**src/rtl/aes_ctrl_pkg.sv**
```systemverilog
// Shared types and constants for the AES round-loop controller.
// The slot record mirrors one stage of the reg1/reg2/reg3 ring.
package aes_ctrl_pkg;

  localparam int unsigned TAG_W      = 4;
  localparam int unsigned LOOP_DEPTH = 3;
  localparam int unsigned NR_AES128  = 10;
  localparam int unsigned NR_AES192  = 12;
  localparam int unsigned NR_AES256  = 14;
  localparam int unsigned KEY_IDX_W  = 4;

  typedef struct packed {
    logic                 v;
    logic [3:0]           round;
    logic [TAG_W-1:0]     tag;
  } slot_t;

  // True when a block in this round leaves the loop through the final ARK.
  function automatic logic is_last_round(input logic [3:0] round, input int unsigned nr);
    return round == 4'(nr - 1);
  endfunction

endpackage

```
**src/rtl/aes_round_scheduler.sv**
```systemverilog
// Scheduler for the 3-register iterative AES loop: tracks one block per stage,
// drives mux select, round-key index, pipeline enable and ciphertext capture.
module aes_round_scheduler
  import aes_ctrl_pkg::*;
#(
  parameter int unsigned NR = NR_AES128
) (
  input  logic                 clk,
  input  logic                 reset_n,
  input  logic                 key_valid,
  input  logic                 in_valid,
  output logic                 in_ready,
  input  logic [TAG_W-1:0]     in_tag,
  output logic                 mux_sel,
  output logic                 pipe_en,
  output logic [KEY_IDX_W-1:0] ark_key_idx,
  output logic                 cap_en,
  output logic                 out_valid,
  input  logic                 out_ready,
  output logic [TAG_W-1:0]     out_tag,
  output logic                 busy
);

  slot_t            s1_q, s2_q, s3_q;
  slot_t            s1_d, s2_d, s3_d;
  logic             out_valid_q, out_valid_d;
  logic [TAG_W-1:0] out_tag_q, out_tag_d;
  logic             retire_s;
  logic             inject_s;

  // A full result register with no taker freezes the whole ring, not just S3.
  always_comb begin
    retire_s    = s3_q.v && is_last_round(s3_q.round, NR);
    pipe_en     = !(retire_s && out_valid_q && !out_ready);
    in_ready    = key_valid && pipe_en && (!s3_q.v || retire_s);
    inject_s    = in_valid && in_ready;
    mux_sel     = !inject_s;
    ark_key_idx = s1_q.v ? s1_q.round : 4'd0;
    cap_en      = retire_s && pipe_en;
    busy        = s1_q.v | s2_q.v | s3_q.v | out_valid_q;
    out_valid   = out_valid_q;
    out_tag     = out_tag_q;
  end

  // Next state of the slot ring: S3 feeds back into S1 unless retiring or overridden by an inject.
  always_comb begin
    s1_d = s1_q;
    s2_d = s2_q;
    s3_d = s3_q;
    if (pipe_en) begin
      s2_d = s1_q;
      s3_d = s2_q;
      if (inject_s) begin
        s1_d = '{v: 1'b1, round: 4'd0, tag: in_tag};
      end else if (s3_q.v && !retire_s) begin
        s1_d = '{v: 1'b1, round: s3_q.round + 4'd1, tag: s3_q.tag};
      end else begin
        s1_d = '0;
      end
    end else begin
      s1_d = s1_q;
      s2_d = s2_q;
      s3_d = s3_q;
    end
  end

  // Result holding register; a capture wins over a same-cycle pop.
  always_comb begin
    out_valid_d = out_valid_q;
    out_tag_d   = out_tag_q;
    if (cap_en) begin
      out_valid_d = 1'b1;
      out_tag_d   = s3_q.tag;
    end else if (out_valid_q && out_ready) begin
      out_valid_d = 1'b0;
    end else begin
      out_valid_d = out_valid_q;
    end
  end

  // State registers with synchronous active-low reset.
  always_ff @(posedge clk) begin
    if (!reset_n) begin
      s1_q        <= '0;
      s2_q        <= '0;
      s3_q        <= '0;
      out_valid_q <= 1'b0;
      out_tag_q   <= '0;
    end else begin
      s1_q        <= s1_d;
      s2_q        <= s2_d;
      s3_q        <= s3_d;
      out_valid_q <= out_valid_d;
      out_tag_q   <= out_tag_d;
    end
  end

endmodule

```
**config.mk**
```make
export PLATFORM = sky130hd
export DESIGN_NAME = aes_round_scheduler
export DESIGN_NICKNAME = d
export VERILOG_FILES = /design/src/rtl/aes_ctrl_pkg.sv /design/src/rtl/aes_round_scheduler.sv
export SDC_FILE = /design/constraint.sdc
export NUM_CORES = 1
export LEC_CHECK = 0
export CORE_MARGIN = 1.5
export CORE_UTILIZATION = 50
export CTS_BUF_LIST = sky130_fd_sc_hd__clkbuf_16
export DETAILED_ROUTE_END_ITERATION = 12
export PLACE_DENSITY_LB_ADDON = 0.15
export SLEW_MARGIN = 20
export SYNTH_ARGS = -nofsm -noshare
export SYNTH_HDL_FRONTEND = slang
export SYNTH_SLANG_ARGS = --single-unit
```
**constraint.sdc**
```tcl
create_clock -name clk -period 1.81 [get_ports clk]
set_input_delay 0.362 -clock clk [delete_from_list [all_inputs] [get_ports clk]]
set_output_delay 0.362 -clock clk [all_outputs]
set_load 0.02 [all_outputs]
```
* After elaboration in Yosys (flattened, before gate mapping) *
Cells that the tools add are included.

word-level totals
  bits of input ports = 9
  bits in registers = 32
  word-level logic and storage cells = 37

cells by class
  eq/ne operators = 1
  mux-type cells = 5
  add/subtract/negate cells = 1
  bitwise logic cells = 3
  reduce and logical (&&, ||, !) cells = 16

operator list
  cell                                                            count
  9-bit 2-to-1 mux                                                2
  1-bit logical AND                                               9
  1-bit zero test                                                 5
  4-bit by 1-bit adder with 4-bit output (second input constant)  1
  4-bit equality test (second input constant)                     1
  4-bit 2-to-1 mux                                                1
  1-bit bitwise OR                                                3
  1-bit 2-to-1 mux                                                2
  2-bit nonzero test                                              1
  1-bit logical OR                                                1

* Logic depth before layout (Yosys ltp) *
Gate-level depths: netlist (run 1).

  word-level depth = 9
  gate-level depth with buffers = 8

* Worst setup path after synthesis (run 1) *
OpenSTA, ideal clock, no wires.

  path kind = reg2out
  start point = reg s3_q[4] (netlist bit)
  end point = out in_ready
  cell stages (with the launch flop) = 5
  slack = 0.195 ns
  buffers on the path = 0
  data arrival time = 1.253 ns
  data required time = 1.448 ns
  path through = dfxtp_1 > ha_1 > nand3b_1 > o21ai_1 > and2_1

on the way
  longest elaborated chain between the ends = 7

ends and longest elaborated chain
  item                             line                       RTL
  start, declared                  aes_round_scheduler.sv:24  slot_t s1_q, s2_q, s3_q;
  start signal, assigned           aes_round_scheduler.sv:86  s3_q <= '0;
  start signal, assigned           aes_round_scheduler.sv:92  s3_q <= s3_d;
  4-bit equality test (*)          aes_ctrl_pkg.sv:20         return round == 4'(nr - 1);
  1-bit logical AND (*)            aes_round_scheduler.sv:33  retire_s = s3_q.v && is_last_round(s3_q.round, NR);
  1-bit logical AND (2 in series)  aes_round_scheduler.sv:34  pipe_en = !(retire_s && out_valid_q && !out_ready);
  1-bit zero test                  aes_round_scheduler.sv:34
  1-bit logical AND                aes_round_scheduler.sv:35  in_ready = key_valid && pipe_en && (!s3_q.v || retire_s);
  1-bit logical AND (*)            aes_round_scheduler.sv:35
  end, declared                    aes_round_scheduler.sv:12  output logic in_ready,

Every way passes the cells marked *; elsewhere a longest branch is shown, timed or not.

* Worst setup path in the final report (run 1) *
  start point = reg s3_q[5] (netlist bit)
  end point = out in_ready

Same word-level chain as after synthesis.

==> impl_metrics.ini, run 1 <==
[run_status]
status = completed

[clock_network]
cts.sinks = 32
cts_tree = built
cts_hold_buf = 0
clockBufferDepth = 2
htreeDepth = 2
worstSkewPairLatency_ns = 0.27
cts_buffers = 5
cts.root.buffer_cell = clkbuf_16
cts.clk_slew.worst_paths_ns = 0.05

[yosys]
synth-edff-count = 0
synth_ff_type = dfxtp_1
seq_area_frac_synth = 0.479
async_flop_share = 0
post-synth-top-count-cell = dfxtp_1
synth_nets = 153
syn_inst = 142
yosys-top-cells-area = dfxtp_1 (48%), a21boi_1 (9.0%), nand2_1 (8.7%)
syn_area_um2 = 1340
syn-mean-instance-area_um2 = 9.41
synth_cell_type_count = 28
synth_top_area_share = 0.479
ys_seq_elements = 32
synth.largest_area_cell = dfxtp_1
yosys_warnings = 0
synth_common_cells = dfxtp_1 (32), nand2_1 (31), a21boi_1 (16), and2_1 (8), nor2b_1 (7)

[die]
die_w_um = 54.7
coreArea_um2 = 2500
die_h_um = 54.7
num_rows = 18
die_area_um2 = 2990
io-pin-count = 23
initial_utilization = 0.535

[drt]
dr.pass1.iters = 4
ant_nets = 0
drt_iter0_markers = 19
via_count = 1110
wl_per_cell_um = 13.8
routed_wl_um = 2940
viasPerCell = 5.21
drc = 0

[power]
power_leakage_nw = 0.722
power_mw = 1.56
ir_worst_vdd_uv = 901
powerDensity_nw_per_um2 = 844

[timing]
whs_ns = 0.447
fin_crit_ns = 1.78
slew_headroom = 0.791
post-route-period-util = 0.982
finalMaxSlewViolations = 0
fmax_mhz = 562
rsz0062_at_grt = yes
fin_worst_skew_ns = 0.00525
setup_tns_ns = 0
final_hold_viol_count = 0
setup_viol = 0
tightest_slew_ns = 0.314

[place]
dp_hpwl_um = 1930
gp_congestion = 0.702
portBuffers = 22
place_area_um2 = 1670
dp.cells = 202

[job]
cap_violations = 0

[layout]
antenna_cells = 0
fin_area_um2 = 1850
nets = 194
layoutNonFillerInstCount = 213
syn2layout_area_growth_pct = 38.4
drive_above_1_share = 0.230

[worst_setup_path]
end_kind = output port
arrival_ns = 1.42
cp-start-kind = register
crit_type = reg -> out
critPathRequiredTime_ns = 1.45
critical_path_peak_fanout = 3

[grt]
grt_usage = 0.235
gr-total-overflow = 0
grt_pass1_vias = 1069
antenna_found_initial = 0
grt_max_degree = 33
grt_first_pass_wirelength_um = 4840

[hold_path]
hp-class = reg -> reg
-- cell type report --
type,instances,area (µm²)
Inverter,2,7.51
Fill cell,182,651
Clock buffer,5,125
Tap cell,30,37.5
Timing Repair Buffer,41,355
Clock inverter,2,7.51
Sequential cell,32,646
Multi-Input combinational cell,101,671
-- cell usage in the layout, fill, tap and decap left out, types with 5 or more instances in the layout --
master and instances:
nand2_1 31, dfxtp_1 28, buf_4 19, a21boi_1 16, clkdlybuf4s50_1 16, nor2b_1 7, and2_1 7, a22oi_1 5
clkbuf_16 5
-- metrics by stage --
| stage | setup slack (ns) | util |
|---|---|---|
| after detailed placement | -0.403 | 0.666 |
| after global routing | -0.0389 | 0.740 |
| after global placement | -0.379 | 0.666 |
| final | 0.0320 | 0.740 |
| after floorplan | 0.195 | - |
| after CTS | 0.0205 | 0.716 |
-- path summary, 6_finish.rpt --
check	slack, ns	startpoint	depth (start not counted)	end
worst min-delay path	0.45	s2_q[2]$_SDFFE_PN0P_	2	s2_q[2]$_SDFFE_PN0P_
worst min register to register	0.45	s2_q[2]$_SDFFE_PN0P_	2	s2_q[2]$_SDFFE_PN0P_
worst max register to register	0.23	s3_q[5]$_SDFFE_PN0P_	8	s1_q[0]$_SDFFE_PN0P_
worst max-delay path	0.03	s3_q[5]$_SDFFE_PN0P_	6	in_ready
-- per-layer routing --
layer | up-vias | routed length [µm] | part of all wire | track usage
met2 | 22 | 1470 | 0.50 | 0.401
met4 | 0 | 10 | 0.0034 | 0.100
met1 | 522 | 1330 | 0.45 | 0.264
met3 | 2 | 131 | 0.045 | 0.0765
met5 | - | 0 | 0 | 0
li1 | 564 | - | - | -
-- kinds of logic (layout without fill, tap and decap cells) --
logic type                 count (synthesis)  in the layout  synth area share
muxes                                      4              4            0.0300
AOI/OAI and AO/OA                         34             34             0.184
and+or+nand+nor                           59             59             0.239
buffers and inverters                      9             50            0.0365
adders and majority gates                  2              2            0.0187
DFF                                       32             32             0.479
xor gates and xnor gates                   2              2            0.0131
-- critical path, stage by stage, from the launching register on --
cell,delay (ns)
dfxtp_2,0.32
inv_2,0.06
ha_4,0.13
nand3b_1,0.13
o21ai_2,0.22
and2_4,0.17
buf_6,0.11
-- registers in the layout, summed over array words and instances, names as in the netlist --
name       cells
out_tag        4
out_valid      1
s1_q           9
s2_q           9
s3_q           9
-- where the power goes --
part / switching (mW) / total, mW / internal [mW] / leakage [nW]
Combinational: 0.0318 / 0.0791 / 0.0473 / 0.397
Clock: 0.272 / 0.762 / 0.490 / 0.0648
Sequential: 0.00632 / 0.720 / 0.714 / 0.260
-- timing repair --
action                                  in CTS  in global routing
buffers inserted                             1                  3
endpoints found under the setup margin       9                  4
pin swaps                                    2                  4
resized for setup                           22                 12
(Power assumes the default switching activity.)
==> run 2, diff against run 1 <==
CORE_UTILIZATION = 51   (was 50)
PLACE_DENSITY = 0.77   (was default)
PLACE_DENSITY_LB_ADDON = default   (was 0.15)
==> impl_metrics.ini, run 2 (synthesis gave the netlist of run 1 again) <==
[layout]
layout_commonest_cell = nand2_1
antenna_cells = 0
post-route-util = 0.735
multi_input_area_um2 = 671
layoutNonFillerInstCount = 211
reg_top3 = s1_q x9, s2_q x9, s3_q x9
seq_area_um2 = 644
fill_cells = 182
final_cell_mix = nand2_1 (31), dfxtp_1 (29), a21boi_1 (16), buf_4 (16), clkdlybuf4s50_1 (13)
syn2layout_area_growth_pct = 36.3
nets = 191
drive_above_1_share = 0.221

[worst_setup_path]
slowest_stage = clkdlybuf4s50_1
cp-start-kind = input pin
end_kind = output port
path_cells = clkdlybuf4s50_1 > nor2b_2 > o21ai_2 > and2_1 > buf_2
cp_num_buf_inv = 2
arrival_ns = 1.44
worstReg2RegStart = s3_q[5]$_SDFFE_PN0P_
critical_path_peak_fanout = 3
timing.rr.end = s1_q[0]$_SDFFE_PN0P_
regToRegSetupSlack_ns = 0.25
crit_type = in -> out
reg2regPathDepth = 8
critPathRequiredTime_ns = 1.45
cpLargestDelayFamily = buffers and inverters
max_stage_delay_ns = 0.52

[die]
die_w_um = 54.2
coreArea_um2 = 2480
initial_utilization = 0.539
num_rows = 18
die_h_um = 54.2
die_area_um2 = 2940
io-pin-count = 23

[place]
dp_slack_ns = -0.480
gp_congestion = 0.816
dp.cells = 201
dp_hpwl_um = 1860
portBuffers = 22

[power]
power_mw = 1.58
power_leakage_nw = 0.724
powerDensity_nw_per_um2 = 868
ir_worst_vdd_uv = 763

[timing]
whs_ns = 0.449
fmax_mhz = 556
finalMaxSlewViolations = 0
slew_headroom = 0.799
setup_viol = 0
final_hold_viol_count = 0
fin_worst_skew_ns = 0.00544
post-route-period-util = 0.994
tightest_slew_ns = 0.302
worst_slack_ns = 0.0111
fin_crit_ns = 1.80

[drt]
dr.pass1.iters = 4
viasPerCell = 5.22
wl_per_cell_um = 13.7
ant_nets = 0
drc = 0
routed_wl_um = 2890
via_count = 1101
drt_iter0_markers = 17

[hold_path]
holdPathEnd = s2_q[4]$_SDFFE_PN0P_
whs_path_depth = 2
min_from = s2_q[4]$_SDFFE_PN0P_
hp-class = reg -> reg

[clock_network]
worstSkewPairLatency_ns = 0.28
cts_buffers = 5
cts.root.buffer_cell = clkbuf_16
cts_hold_buf = 0
clockBufferDepth = 2
htreeDepth = 2
cts.clk_slew.worst_paths_ns = 0.05
cts_tree = built
cts.sinks = 32

[grt]
grt_usage = 0.224
grt_first_pass_wirelength_um = 4550
antenna_found_initial = 0
grt_max_degree = 33
grt_pass1_vias = 1015
gr-total-overflow = 0

[run_status]
status = completed

[job]
cap_violations = 0
run 2: worst max-delay path by stage:
| stage | start | to | slack [ns] | cells after the start |
|---|---|---|---|---|
| after CTS | s3_q[8]$_SDFFE_PN0P_ | busy | 0.008 | 2 |
| after global routing | s3_q[5]$_SDFFE_PN0P_ | in_ready | -0.03 | 6 |
| after floorplan | s3_q[4]$_SDFFE_PN0P_ | in_ready | 0.19 | 4 |
| after detailed placement | out_ready | in_ready | -0.48 | 5 |
| final | out_ready | in_ready | 0.01 | 5 |
| after global placement | out_ready | in_ready | -0.44 | 5 |
run 2: layout make-up:
type | count | share of cell area
clock buffers | 5 | 0.0687
clock inverters | 3 | 0.00755
inverters | 2 | 0.00412
multi-input cells | 101 | 0.368
flip-flops and latches | 32 | 0.354
well taps | 30 | 0.0206
repair buffers | 38 | 0.177
run 2: report_power, final:
| part | switching (mW) | internal [mW] | total (mW) |
|---|---|---|---|
| registers | 0.00618 | 0.713 | 0.719 |
| clock network | 0.290 | 0.498 | 0.788 |
| logic | 0.0316 | 0.0420 | 0.0735 |
| total | 0.328 | 1.25 | 1.58 |
run 2: tightest hold or removal path: cells and delay by family, from the launching register on:
family	cells	cell delay [ns]
AO/OA/AOI/OAI	1	0.05
flip-flops	1	0.31
AND/OR/NAND/NOR	1	0.05
run 2: through the flow:
stage	TNS (ns)	area (µm²)
3_3_place_gp	-1.40	1660
2_1_floorplan	0	1340
6_report	0	1820
4_1_cts	0	1790
3_5_place_dp	-1.56	1660
5_1_grt	-0.0321	1820
run 2: what timing repair did:
action | CTS | global route
setup buffers | 1 | 1
pin swaps | 2 | 2
gates resized for setup | 25 | 9
endpoints found under the setup margin | 9 | 4
run 2: layer usage:
layer	up-vias	track usage	part of all wire
li1	561	-	-
met1	520	0.263	0.46
met2	16	0.367	0.50
met3	4	0.0833	0.031
met4	0	0.0875	0.013
met5	-	0	0
==> run 3, diff against run 2 <==
GPL_ROUTABILITY_DRIVEN = 0   (was default)
GPL_TIMING_DRIVEN = 0   (was default)
PLACE_DENSITY = 0.74   (was 0.77)
==> impl_metrics.ini, run 3 (synthesis gave the netlist of run 1 again) <==
[run_status]
status = completed

[place]
dp.cells = 194
dp_hpwl_um = 2020
dp_slack_ns = -0.643
place_area_um2 = 1590
portBuffers = 22

[drt]
dr.pass1.iters = 4
routed_wl_um = 3050
drt_iter0_markers = 11
drc = 0
via_count = 1124
ant_nets = 0
viasPerCell = 5.28
wl_per_cell_um = 14.3

[timing]
final_hold_viol_count = 0
rsz0062_at_grt = yes
fin_crit_ns = 1.80
worst_slack_ns = 0.0107
fin_worst_skew_ns = 0.00307
fmax_mhz = 556
post-route-period-util = 0.994
finalMaxSlewViolations = 0
tightest_slew_ns = 0.421
setup_viol = 0
slew_headroom = 0.719
setup_tns_ns = 0

[power]
power_leakage_nw = 0.719
powerDensity_nw_per_um2 = 844
ir_worst_vdd_uv = 729

[clock_network]
cts_buffers = 5
cts.clk_slew.worst_paths_ns = 0.05
cts.sinks = 32
htreeDepth = 2
cts.root.buffer_cell = clkbuf_16
clockBufferDepth = 2
cts_hold_buf = 0
cts_tree = built
worstSkewPairLatency_ns = 0.27

[grt]
grt_pass1_vias = 1015
grt_first_pass_wirelength_um = 4790
grt_max_degree = 11
gr-total-overflow = 0
grt_usage = 0.237
antenna_found_initial = 0

[die]
die_h_um = 54.2
num_rows = 18
io-pin-count = 23
die_w_um = 54.2
initial_utilization = 0.539
die_area_um2 = 2940
coreArea_um2 = 2480

[worst_setup_path]
cp_num_buf_inv = 2
cpLargestDelayFamily = flip-flops
crit_type = reg -> out
critical_path_peak_fanout = 3
critPathRequiredTime_ns = 1.45
arrival_ns = 1.44
end_kind = output port
regToRegSetupSlack_ns = 0.14
max_stage_delay_ns = 0.32
reg2regPathDepth = 8
path_cells = inv_2 > ha_4 > nand3b_1 > o21ai_4 > and2_4 > buf_6
slowest_stage = dfxtp_2
cp-start-kind = register
timing.rr.end = s1_q[0]$_SDFFE_PN0P_
worstReg2RegStart = s3_q[5]$_SDFFE_PN0P_

[layout]
fill_cells = 186
syn2layout_area_growth_pct = 39.5
nets = 193
fin_area_um2 = 1860
post-route-util = 0.753
final_cell_mix = nand2_1 (31), dfxtp_1 (28), a21boi_1 (16), clkdlybuf4s50_1 (16), buf_4 (13)
layout_commonest_cell = nand2_1
drive_above_1_share = 0.224
antenna_cells = 0
multi_input_area_um2 = 693
seq_area_um2 = 648
layoutNonFillerInstCount = 213
reg_top3 = s1_q x9, s2_q x9, s3_q x9

[hold_path]
min_from = s2_q[6]$_SDFFE_PN0P_
whs_path_depth = 2
holdPathEnd = s2_q[6]$_SDFFE_PN0P_
hp-class = reg -> reg

[job]
cap_violations = 0
run 3: changes by cell type in the layout (fill, tap and decap cells not counted), sizes merged:
cell | before | now
clkdlybuf4s15 | 1 | 0
clkdlybuf4s50 | 13 | 16
clkbuf | 5 | 10
dlygate4sd2 | 4 | 1
buf | 20 | 18
run 3: repair_timing:
| action | 4_1_cts | 5_1_grt |
|---|---|---|
| setup endpoints to repair | 9 | 5 |
| buffers inserted | 7 | 4 |
| resized for setup | 39 | 3 |
| pin swaps | 2 | 2 |
run 3: how the worst max path moves through the flow:
stage | start | end | slack (ns) | depth (start not counted)
CTS | s3_q[5]$_SDFFE_PN0P_ | in_ready | 0.007 | 6
detailed placement | out_ready | in_ready | -0.64 | 5
global route | s3_q[5]$_SDFFE_PN0P_ | in_ready | -0.04 | 6
floorplan | s3_q[4]$_SDFFE_PN0P_ | in_ready | 0.19 | 4
global placement | out_ready | pipe_en | -0.63 | 6
finish | s3_q[5]$_SDFFE_PN0P_ | in_ready | 0.01 | 6
run 3: final cells by class:
cell class | instances | area share
Clock buffer | 5 | 0.0671
Clock inverter | 3 | 0.00738
Timing Repair Buffer | 33 | 0.158
Tap cell | 30 | 0.0201
Buffer | 7 | 0.0221
Multi-Input combinational cell | 101 | 0.372
Inverter | 2 | 0.00537
Sequential cell | 32 | 0.348
run 3: per-layer routing:
layer / up-vias / part of all wire / GRT usage
met3: 7 / 0.027 / 0.0500
met4: 0 / 0.024 / 0.129
met2: 15 / 0.49 / 0.367
met1: 539 / 0.46 / 0.306
li1: 563 / - / -
met5: - / 0 / 0
run 3: power by group:
| group | switching (mW) | leakage [nW] | internal [mW] | total (mW) |
|---|---|---|---|---|
| combinational | 0.0331 | 0.387 | 0.0411 | 0.0742 |
| sequential | 0.00659 | 0.261 | 0.712 | 0.719 |
| clock | 0.283 | 0.0710 | 0.498 | 0.781 |
| total | 0.323 | 0.719 | 1.25 | 1.57 |
run 3: tightest hold or removal path: stages, from the launching register on:
cell	delay, ns
dfxtp_1	0.30
nand2_1	0.05
a21boi_1	0.05
run 3: per-stage QoR:
stage	hold WS [ns]	power, mW
3_5_place_dp	0.437	0.803
6_report	0.443	1.57
4_1_cts	0.444	1.58
3_3_place_gp	0.434	0.801
2_1_floorplan	0.426	0.764
5_1_grt	0.473	1.61
